==> src/rtl/instr_stream_encoder.sv <==
// instr_stream_encoder: turns RV32I instruction fields into machine words,
// queues them in a small FIFO and writes them into instruction memory at
// consecutive word addresses.
module instr_stream_encoder #(
  parameter int DEPTH     = 4,
  parameter int ADDR_W    = 8,
  parameter int BASE_ADDR = 0
) (
  input  logic                   clk,
  input  logic                   reset,
  input  logic                   cmd_valid,
  output logic                   cmd_ready,
  input  logic [2:0]             cmd_kind,
  input  logic [4:0]             cmd_rd,
  input  logic [4:0]             cmd_rs1,
  input  logic [4:0]             cmd_rs2,
  input  logic [2:0]             cmd_funct3,
  input  logic [6:0]             cmd_funct7,
  input  logic [11:0]            cmd_imm,
  output logic                   mem_we,
  output logic [ADDR_W-1:0]      mem_addr,
  output logic [31:0]            mem_wdata,
  input  logic                   mem_ready,
  output logic [$clog2(DEPTH):0] pending,
  output logic                   err_illegal,
  output logic                   addr_wrap
);

  localparam int PTR_W = $clog2(DEPTH);
  localparam int CNT_W = PTR_W + 1;

  localparam logic [2:0] KIND_R      = 3'd0;
  localparam logic [2:0] KIND_LOAD   = 3'd1;
  localparam logic [2:0] KIND_STORE  = 3'd2;
  localparam logic [2:0] KIND_BRANCH = 3'd3;
  localparam logic [2:0] KIND_OPIMM  = 3'd4;

  localparam logic [6:0] OP_R      = 7'b0110011;
  localparam logic [6:0] OP_LOAD   = 7'b0000011;
  localparam logic [6:0] OP_STORE  = 7'b0100011;
  localparam logic [6:0] OP_BRANCH = 7'b1100011;
  localparam logic [6:0] OP_OPIMM  = 7'b0010011;

  logic [31:0]       fifo_q [DEPTH];
  logic [PTR_W-1:0]  wr_ptr_q, wr_ptr_d;
  logic [PTR_W-1:0]  rd_ptr_q, rd_ptr_d;
  logic [CNT_W-1:0]  count_q, count_d;
  logic [ADDR_W-1:0] addr_q, addr_d;
  logic              err_q, err_d;
  logic              wrap_q, wrap_d;

  logic [31:0] enc_word;
  logic        enc_legal;
  logic        accept;
  logic        push;
  logic        pop;

  // Field placement for each supported instruction class.
  always_comb begin
    enc_word  = 32'd0;
    enc_legal = 1'b1;
    case (cmd_kind)
      KIND_R:
        enc_word = {cmd_funct7, cmd_rs2, cmd_rs1, cmd_funct3, cmd_rd, OP_R};
      KIND_LOAD:
        enc_word = {cmd_imm, cmd_rs1, cmd_funct3, cmd_rd, OP_LOAD};
      KIND_STORE:
        enc_word = {cmd_imm[11:5], cmd_rs2, cmd_rs1, cmd_funct3, cmd_imm[4:0], OP_STORE};
      KIND_BRANCH:
        // cmd_imm carries byte-offset bits [12:1], so index k here is offset bit k+1.
        enc_word = {cmd_imm[11], cmd_imm[9:4], cmd_rs2, cmd_rs1, cmd_funct3,
                    cmd_imm[3:0], cmd_imm[10], OP_BRANCH};
      KIND_OPIMM: begin
        // Shifts carry funct7 in the top bits and only a 5-bit shift amount.
        if (cmd_funct3 == 3'b001 || cmd_funct3 == 3'b101) begin
          enc_word = {cmd_funct7, cmd_imm[4:0], cmd_rs1, cmd_funct3, cmd_rd, OP_OPIMM};
        end else begin
          enc_word = {cmd_imm, cmd_rs1, cmd_funct3, cmd_rd, OP_OPIMM};
        end
      end
      default:
        enc_legal = 1'b0;
    endcase
  end

  // Handshake decode; readiness looks only at registered occupancy.
  always_comb begin
    cmd_ready = (count_q < CNT_W'(DEPTH));
    mem_we    = (count_q != '0);
    accept    = cmd_valid && cmd_ready;
    push      = accept && enc_legal;
    pop       = mem_we && mem_ready;
  end

  // Next-state for pointers, occupancy, address counter and sticky flags.
  always_comb begin
    wr_ptr_d = wr_ptr_q;
    rd_ptr_d = rd_ptr_q;
    count_d  = count_q;
    addr_d   = addr_q;
    err_d    = err_q;
    wrap_d   = wrap_q;
    if (push) begin
      wr_ptr_d = wr_ptr_q + 1'b1;
    end
    if (pop) begin
      rd_ptr_d = rd_ptr_q + 1'b1;
      addr_d   = addr_q + 1'b1;
      if (addr_q == '1) begin
        wrap_d = 1'b1;
      end
    end
    case ({push, pop})
      2'b10:   count_d = count_q + 1'b1;
      2'b01:   count_d = count_q - 1'b1;
      default: count_d = count_q;
    endcase
    if (accept && !enc_legal) begin
      err_d = 1'b1;
    end
  end

  // Control state registers with synchronous reset.
  always_ff @(posedge clk) begin
    if (reset) begin
      wr_ptr_q <= '0;
      rd_ptr_q <= '0;
      count_q  <= '0;
      addr_q   <= ADDR_W'(BASE_ADDR);
      err_q    <= 1'b0;
      wrap_q   <= 1'b0;
    end else begin
      wr_ptr_q <= wr_ptr_d;
      rd_ptr_q <= rd_ptr_d;
      count_q  <= count_d;
      addr_q   <= addr_d;
      err_q    <= err_d;
      wrap_q   <= wrap_d;
    end
  end

  // Word storage; contents are don't-care until the occupancy says valid.
  always_ff @(posedge clk) begin
    if (push && !reset) begin
      fifo_q[wr_ptr_q] <= enc_word;
    end
  end

  // Memory-side outputs; data reads as zero while nothing is queued.
  always_comb begin
    mem_addr    = addr_q;
    mem_wdata   = mem_we ? fifo_q[rd_ptr_q] : 32'd0;
    pending     = count_q;
    err_illegal = err_q;
    addr_wrap   = wrap_q;
  end

endmodule

==> config.mk <==
export PLATFORM = sky130hd
export DESIGN_NAME = instr_stream_encoder
export DESIGN_NICKNAME = d
export VERILOG_FILES = /design/src/rtl/instr_stream_encoder.sv
export SDC_FILE = /design/constraint.sdc
export NUM_CORES = 1
export LEC_CHECK = 0
export ABC_AREA = 1
export CAP_MARGIN = 30
export CORE_ASPECT_RATIO = 1.2
export CORE_MARGIN = 4
export CORE_UTILIZATION = 58
export DETAILED_ROUTE_END_ITERATION = 8
export HOLD_SLACK_MARGIN = 0.05
export PLACE_DENSITY = 0.83
export SLEW_MARGIN = 10
export SYNTH_ARGS = -nofsm -noshare
export SYNTH_HDL_FRONTEND = slang
export SYNTH_SLANG_ARGS = --single-unit
==> constraint.sdc <==
create_clock -name clk -period 6.45 [get_ports clk]
set_clock_uncertainty 0.1 [all_clocks]
set_input_delay 0.9675 -clock clk [delete_from_list [all_inputs] [get_ports clk]]
set_output_delay 0.9675 -clock clk [all_outputs]
set_load 0.02 [all_outputs]
After elaboration in Yosys (flattened, before gate mapping):

Memories as Yosys holds them, arrays and structs flattened. A register that Yosys moved wholly into a read port is not among the register bits.
Index checks and enable logic that the tools add are counted.

* flip-flop bits (word level): 17
* RAM bits: 128
* output and inout port bits: 47
* memories: 1

Memories
* fifo_q: words 4, bits a word 32, read ports 1, clocked after Yosys merged registers in 1, write ports 1, RTL line 44 `logic [31:0] fifo_q [DEPTH];`

* $add $sub $neg: 5
* order comparisons: 1
* equality and inequality tests: 9
* mux-type cells: 9
* reduce and logical (&&, ||, !) cells: 13

Operator list (number)
* $pmux W32 S5: 1
* $mux W32: 2
* $add A8 B1 Y8 const B: 1
* $eq A8 B8 Y1 const B: 1
* $eq A3 B1 Y1 const B: 2
* $eq A3 B2 Y1 const B: 2
* $eq A3 B3 Y1 const B: 2
* $pmux W3 S2: 1
* $logic_and A1 B1 Y1: 5
* $reduce_or A5 Y1: 1
* $add A2 B1 Y2 const B: 2
* $mux W2: 2
* $add A3 B1 Y3 const B: 1
* $logic_not A3 Y1: 1
* $lt A3 B3 Y1 const B: 1
* $mux W1: 3
* $reduce_bool A3 Y1: 1
* $sub A3 B1 Y3 const B: 1
* $eq A2 B1 Y1 const B: 1
* $eq A2 B2 Y1 const B: 1
* $logic_not A1 Y1: 2
* $reduce_and A2 Y1: 1
* $reduce_bool A2 Y1: 1
* $logic_or A1 B1 Y1: 1

Logic depth before layout (Yosys ltp):

Gate-level depths: netlist of run 1.

* depth after elaboration: 7
* gate-level depth with buffers: 12

Least setup slack after synthesis of run 1:

Ideal clock, no wire load.

* kind: input -> register
* from: input cmd_kind[1]
* to: memory fifo_q[0][10], enable pin
* library setup time: 415 ps
* arrival time: 2750 ps
* slack: 3185 ps
* stages: 5
* cell sequence: nor2_4 inv_2 nand2_1 nand3_1 nor2_1

* cells in the longest elaborated chain, start to end: 7

Ends and longest elaborated chain
* start: declaration: RTL line 13 `input logic [2:0] cmd_kind,`
* $eq A3 B3 Y1, or another cell as far along: RTL line 62 `case (cmd_kind)`
* $reduce_or A5 Y1 (no line) (*)
* $mux W1 (*): RTL line 62
* $logic_and A1 B1 Y1 (*): RTL line 91 `push = accept && enc_legal;`
* $logic_and A1 B1 Y1 (*): RTL line 144 `if (push && !reset) begin`
* $mux W1 (*): RTL line 144
* $mux W1 (implied by the code) (*): RTL line 145 `fifo_q[wr_ptr_q] <= enc_word;`
* end: declaration: RTL line 44

Mark *: on every way between the ends. The rest lies on a longest branch, timed or not.

==> key figures, run 1 <==
Clock tree
  • Clock root buffer: clkbuf_16
  • CTS tree: yes
  • CTS max path bufs: 2
  • # hold bufs at CTS: 0
  • PostCTS Resize Cnt: 0
  • CTS Buf Count: 17
  • Clk_lat worst skew: about 0.42 ns
  • Post-CTS Setup Bufs: 0
  • Clock Sinks: 135
  • H-tree depth: 4
  • Reg clk slew, reported paths: about 0.06 ns

Worst setup path
  • Worst Setup End Kind: output port
  • Reg2reg setup slack: 4.08 ns
  • R2r endpoint: pending[2]$_SDFFE_PP0P_
  • Worst setup SP type: register
  • Reg2reg start: pending[2]$_SDFFE_PP0P_
  • Critical path arrival: slightly above 3 ns
  • Setup crit end: mem_wdata[21]
  • CP required: between 5 and 6 ns
  • CP Class: reg -> out
  • Worst-path maximum fanout: 40
  • Reg2reg path depth: 9

Drt
  • M1 WL: approximately 5 mm
  • Post-detailed-route count of antenna-violating nets: 0
  • DR iter-0 viols: 470
  • Met2 routed WL: 7.66 mm
  • Wire per inst: 18.0 um
  • Drt total wl: ~14 mm
  • Vias per inst: approximately 5.7
  • Top layer in use: met4
  • Total iterations of the first detailed-routing run: 5
  • Met3 routed WL: 1.13 mm
  • DRC: 0
  • Via count: 4534

STA
  • Setup ws final: approximately 2.3 ns
  • Setup violations, final: 0
  • Period utilisation layout: 0.640
  • Slew Limit Headroom: 0.545
  • Hold Fails Final Rpt: 0
  • Hold Slack: approximately 0.35 ns
  • Worst slew pin tran: between 0.6 and 0.7 ns
  • Peak Freq: between 0.2 and 0.25 GHz
  • Final setup TNS: 0 ns
  • Tmin final: between 4 and 5 ns
  • RSZ-0062 raised after global routing: no
  • Max Slew Vio Count: 0

Global route
  • Largest net degree at the start of global routing: 60
  • Initial antenna violation count: 0
  • All-Layer GR Usage: 0.247
  • Vias in the first global route: approximately 4600
  • First-pass GRT wire length: approximately 22 mm
  • GRT Residual Overflow: 0

Yosys
  • Mapped Cells: 565
  • Syn. warnings: 0
  • Mapped Area: slightly below 6000 um^2
  • Post-synthesis sequential area ratio: 0.661
  • Avg Cell Area, Syn: approximately 10 um^2
  • Synth Register Bits: approximately 140
  • Netlist cell types: 28

Floorplan
  • Die area: between 10000 and 15000 um^2
  • Die width: between 90 and 100 um
  • Initial Util: 0.605
  • Site row count: 39
  • IO Pins: between 90 and 100
  • Core area: 9660 um^2
  • Die outline height: around 120 um

Job
  • MaxCap Viol Count: 0

Place
  • Placer congestion estimate: between 0.8 and 0.9
  • PortBufs: between 80 and 90
  • Post-DP HPWL: approximately 9 mm
  • Pre-CTS setup slack: between 2 and 3 ns

Power
  • Pleak: 2.70 nW
  • Worst vdd ir: approximately 0.32 mV
  • Cell Pwr Density: 390 nW/um^2

Run status
  • Status: finished, final reports clean

Cells and area
  • Area Growth Syn to Fin: 27.4%
  • Final nets: a little over 700
  • Share of cells above drive strength 1: 0.0823
  • Final core occ: 0.771
  • Antenna Cells: 0

Worst hold path
  • Hold crit path type: reg -> reg
-- cells in the mapped netlist, drive strengths merged --
library cell,instances,area (um^2)
nor2,149,574
edfxtp,116,3480
nand4,2,12.5
a22o,5,43.8
a21oi,45,244
dfxtp,19,380
fa,1,20.0
inv,43,161
clkbuf,9,36.3
conb,1,3.75
ha,6,75.1
o21ai,72,364
buf,19,109
nor3,2,15.0
nand3,24,120
nand3b,1,7.51
nand2,51,194
-- routing by layer --
metal	GRT usage	vias to the layer above
met4	0.0939	0
li1	-	2105
met2	0.432	228
met5	0	-
met1	0.278	2164
met3	0.0788	37
-- report_power, final --
part / leakage (nW) / internal, W / total, W / switching, W
combinational: 1.21 / 0.000387 / 0.000952 / 0.000565
sequential: 1.22 / 0.00100 / 0.00104 / 0.0000412
clock: 0.267 / 0.000575 / 0.000908 / 0.000333
total: 2.70 / 0.00197 / 0.00290 / 0.000939
-- sequential cells by signal, indices dropped and copies added, names as in the netlist, named ones only --
register     count
mem_addr         8
fifo_q         116
wr_ptr_q         2
err_illegal      1
pending          3
rd_ptr_q         2
addr_wrap        1
-- worst max-delay path, stage by stage (launching register included) --
cell,delay [ns]
dfxtp_2,0.49
buf_16,0.26
inv_1,0.38
buf_4,0.44
o21ai_0,0.17
a21oi_1,0.25
clkdlybuf4s50_1,0.65
-- how the worst min path moves through the flow --
stage          depth (start not counted)  slack (ns)                endpoint                      from
6_report                               2        0.35  addr_wrap$_SDFFE_PP0P_    addr_wrap$_SDFFE_PP0P_
5_1_grt                                2        0.39  addr_wrap$_SDFFE_PP0P_    addr_wrap$_SDFFE_PP0P_
4_1_cts                                2        0.36  addr_wrap$_SDFFE_PP0P_    addr_wrap$_SDFFE_PP0P_
3_5_place_dp                           2        0.35  addr_wrap$_SDFFE_PP0P_    addr_wrap$_SDFFE_PP0P_
3_3_place_gp                           2        0.34  addr_wrap$_SDFFE_PP0P_    addr_wrap$_SDFFE_PP0P_
2_1_floorplan                          2        0.33                register  rd_ptr_q[1]$_SDFFE_PP0P_
-- metrics by stage --
| step | total power (W) | cell area, um^2 | cells |
|---|---|---|---|
| 2_1_floorplan | 0.00158 | 5850 | 566 |
| 3_3_place_gp | 0.00192 | 6790 | 755 |
| 3_5_place_dp | 0.00199 | 6850 | 757 |
| 4_1_cts | 0.00289 | 7410 | 789 |
| 5_1_grt | 0.00303 | 7440 | 791 |
| 6_report | 0.00290 | 7440 | 791 |
-- cells in the final DEF (no fill, tap or decap) --
cell | Yosys | final
a21oi_1 | 42 | 42
a21oi_2 | 2 | 2
a21oi_4 | 1 | 1
a22o_1 | 5 | 5
buf_16 | 0 | 3
buf_4 | 6 | 7
bufinv_16 | 0 | 2
clkbuf_1 | 7 | 5
clkbuf_16 | 0 | 17
clkbuf_8 | 0 | 1
clkdlybuf4s50_1 | 0 | 88
clkinv_2 | 0 | 4
clkinvlp_4 | 0 | 3
conb_1 | 1 | 2
dfxtp_1 | 19 | 18
dfxtp_2 | 0 | 1
edfxtp_1 | 116 | 116
fa_1 | 1 | 1
ha_1 | 6 | 6
inv_1 | 38 | 38
inv_2 | 5 | 5
nand2_1 | 50 | 50
nand2_2 | 1 | 1
nand3_1 | 24 | 24
nand3b_1 | 1 | 1
nand4_1 | 2 | 2
nor2_1 | 147 | 143
nor2_2 | 0 | 4
nor2_4 | 2 | 2
nor3_1 | 1 | 1
nor3_2 | 1 | 1
o21ai_0 | 68 | 68
o21ai_1 | 3 | 3
o21ai_2 | 1 | 1
-- layout make-up --
cell class              instances  area, um^2
fillers                       586        2220
clock buffers                  23         458
inverters                      43         161
repair buffers                 98        1020
flip-flops and latches        135        3860
well taps                     123         154
clock inverters                 9         103
multi-input cells             360        1690
-- cell families (layout without fill, tap and decap cells) --
| group | count (synthesis) | in the layout | share of synthesized area |
|---|---|---|---|
| flops | 135 | 135 | 0.661 |
| other cells | 1 | 2 | 0.000642 |
| simple gates | 229 | 229 | 0.158 |
| fa+ha+maj | 7 | 7 | 0.0163 |
| buf+inv | 71 | 173 | 0.0525 |
| compound gates | 122 | 122 | 0.112 |
Note: power is estimated with default switching activity, not from simulation.
==> inputs of run 2 (changes only) <==
--- a/config.mk
+++ b/config.mk
@@ -9,10 +9,10 @@
 export CAP_MARGIN = 30
 export CORE_ASPECT_RATIO = 1.2
 export CORE_MARGIN = 4
-export CORE_UTILIZATION = 58
+export CORE_UTILIZATION = 48
 export DETAILED_ROUTE_END_ITERATION = 8
 export HOLD_SLACK_MARGIN = 0.05
-export PLACE_DENSITY = 0.83
+export PLACE_DENSITY = 0.73
 export SLEW_MARGIN = 10
 export SYNTH_ARGS = -nofsm -noshare
 export SYNTH_HDL_FRONTEND = slang
==> constraint.sdc (replaced) <==
create_clock -name clk -period 3.72 [get_ports clk]
set_clock_uncertainty 0.1 [all_clocks]
set_input_delay 0.558 -clock clk [delete_from_list [all_inputs] [get_ports clk]]
set_output_delay 0.558 -clock clk [all_outputs]
set_load 0.02 [all_outputs]
==> key figures, run 2 (synthesis results as in run 1) <==
STA
  • Hold Fails Final Rpt: 0
  • Tmin final: 3.39 ns
  • Hold Slack: between 0.3 and 0.4 ns
  • Peak Freq: between 0.2 and 0.3 GHz
  • Period utilisation layout: 0.911
  • Worst slew pin tran: about 0.85 ns
  • Final setup TNS: 0 ns
  • Setup violations, final: 0
  • Slew Limit Headroom: 0.433
  • Max Slew Vio Count: 0
  • RSZ-0062 raised after global routing: no

Cells and area
  • Final nets: roughly 710
  • Area Growth Syn to Fin: 28.8%
  • Antenna Cells: 0
  • Largest Register: fifo_q
  • Final Cell Area: 7530 um^2
  • Commonest non-fill, non-tap cells in the layout: nor2_1 (143), edfxtp_1 (116), clkdlybuf4s50_1 (88)
  • Max reg flops: ~120
  • Most common cell after layout, fill and taps aside: nor2_1
  • Share of cells above drive strength 1: 0.0852

Clock tree
  • CTS max path bufs: 2
  • CTS tree: yes
  • Clock root buffer: clkbuf_16
  • # hold bufs at CTS: 0
  • Post-CTS Setup Bufs: 0
  • Clock Sinks: roughly 140
  • CTS Buf Count: 17
  • H-tree depth: 4
  • PostCTS Resize Cnt: 0
  • Clk_lat worst skew: about 0.42 ns
  • Reg clk slew, reported paths: approximately 0.06 ns

Global route
  • Initial antenna violation count: 0
  • GRT Residual Overflow: 0
  • First-pass GRT wire length: ~22 mm
  • All-Layer GR Usage: 0.211
  • Vias in the first global route: about 4600
  • Largest net degree at the start of global routing: around 60

Floorplan
  • Die outline height: 129 um
  • Site row count: 43
  • Die width: 109 um
  • Initial Util: 0.498
  • IO Pins: 91
  • Die area: 14000 um^2
  • Core area: 11700 um^2

Worst setup path
  • WP depth: 7
  • CP required: a little over 3 ns
  • CP Class: reg -> out
  • Crit-path slowest cell: clkdlybuf4s50_1
  • Buf+Inv Stages, Crit Path: 4
  • Worst setup SP type: register
  • CP delay by family, top: buffers and inverters
  • Worst-path maximum fanout: 30
  • Worst Setup End Kind: output port
  • Reg2reg path depth: 9
  • CP Cell Sequence: buf_4 -> inv_1 -> buf_16 -> nor2_1 -> o21ai_0 -> a21oi_1 -> clkdlybuf4s50_1
  • Critical path arrival: 2.73 ns
  • Max incr delay on CP: ~0.64 ns

Power
  • Worst vdd ir: about 0.43 mV
  • Pleak: between 2 and 3 nW
  • Cell Pwr Density: 676 nW/um^2

Worst hold path
  • Hold Crit Depth: 2
  • Hold crit path type: reg -> reg

Drt
  • DRC: 0
  • Via count: roughly 4400
  • DR iter-0 viols: between 300 and 400
  • Post-detailed-route count of antenna-violating nets: 0
  • Drt total wl: about 14 mm
  • Vias per inst: between 5 and 6
  • Total iterations of the first detailed-routing run: 5
  • Wire per inst: 17.2 um

Run status
  • Status: finished, final reports clean

Job
  • MaxCap Viol Count: 0

Place
  • Placed instance area: 6940 um^2
  • Placer congestion estimate: about 0.89
  • Post-DP HPWL: 9.07 mm
  • PortBufs: roughly 90
==> run 2: worst paths after layout <==
| check | startpoint | endpoint | slack (ns) |
|---|---|---|---|
| max | register | mem_wdata[11] | 0.33 |
| min | rd_ptr_q[1]$_SDFFE_PP0P_ | register | 0.37 |
| max reg2reg | pending[2]$_SDFFE_PP0P_ | pending[2]$_SDFFE_PP0P_ | 1.45 |
| min reg2reg | rd_ptr_q[1]$_SDFFE_PP0P_ | register | 0.37 |
==> run 2: tightest hold or removal path: stages (launching register included) <==
cell and delay (ns):
dfxtp_1 0.31, inv_1 0.05, a21oi_1 0.07
==> run 2: metrics by stage <==
step	setup WS, ns	util	total power, W	cells
after floorplan	0.864	-	0.00273	566
after global placement	0.634	0.587	0.00338	792
after detailed placement	0.556	0.592	0.00348	794
after CTS	0.342	0.642	0.00511	826
after global routing	0.185	0.642	0.00532	826
final	0.330	0.642	0.00509	826
==> run 2: layer usage <==
layer  vias to the layer above  global-route usage  wire, um  share of wire
li1                       2100                   -         -              -
met1                      2097               0.248      5570           0.39
met4                         0              0.0832       261          0.018
met3                        23              0.0562      1080          0.076
met5                         -                   0         0              0
met2                       188               0.368      7280           0.51
==> run 2: final cells by class <==
| cell class | count | area [um^2] |
|---|---|---|
| Clock buffer | 17 | 425 |
| Clock inverter | 15 | 161 |
| Fill cell | 960 | 4200 |
| Inverter | 43 | 161 |
| Multi-Input combinational cell | 360 | 1690 |
| Sequential cell | 135 | 3860 |
| Tap cell | 157 | 196 |
| Timing Repair Buffer | 99 | 1030 |
==> run 2: report_power, final <==
| group | switching [W] | internal (W) | total (W) |
|---|---|---|---|
| Sequential | 0.0000372 | 0.00174 | 0.00178 |
| Clock | 0.000610 | 0.00104 | 0.00165 |
| Combinational | 0.000999 | 0.000664 | 0.00166 |
| Total | 0.00165 | 0.00344 | 0.00509 |
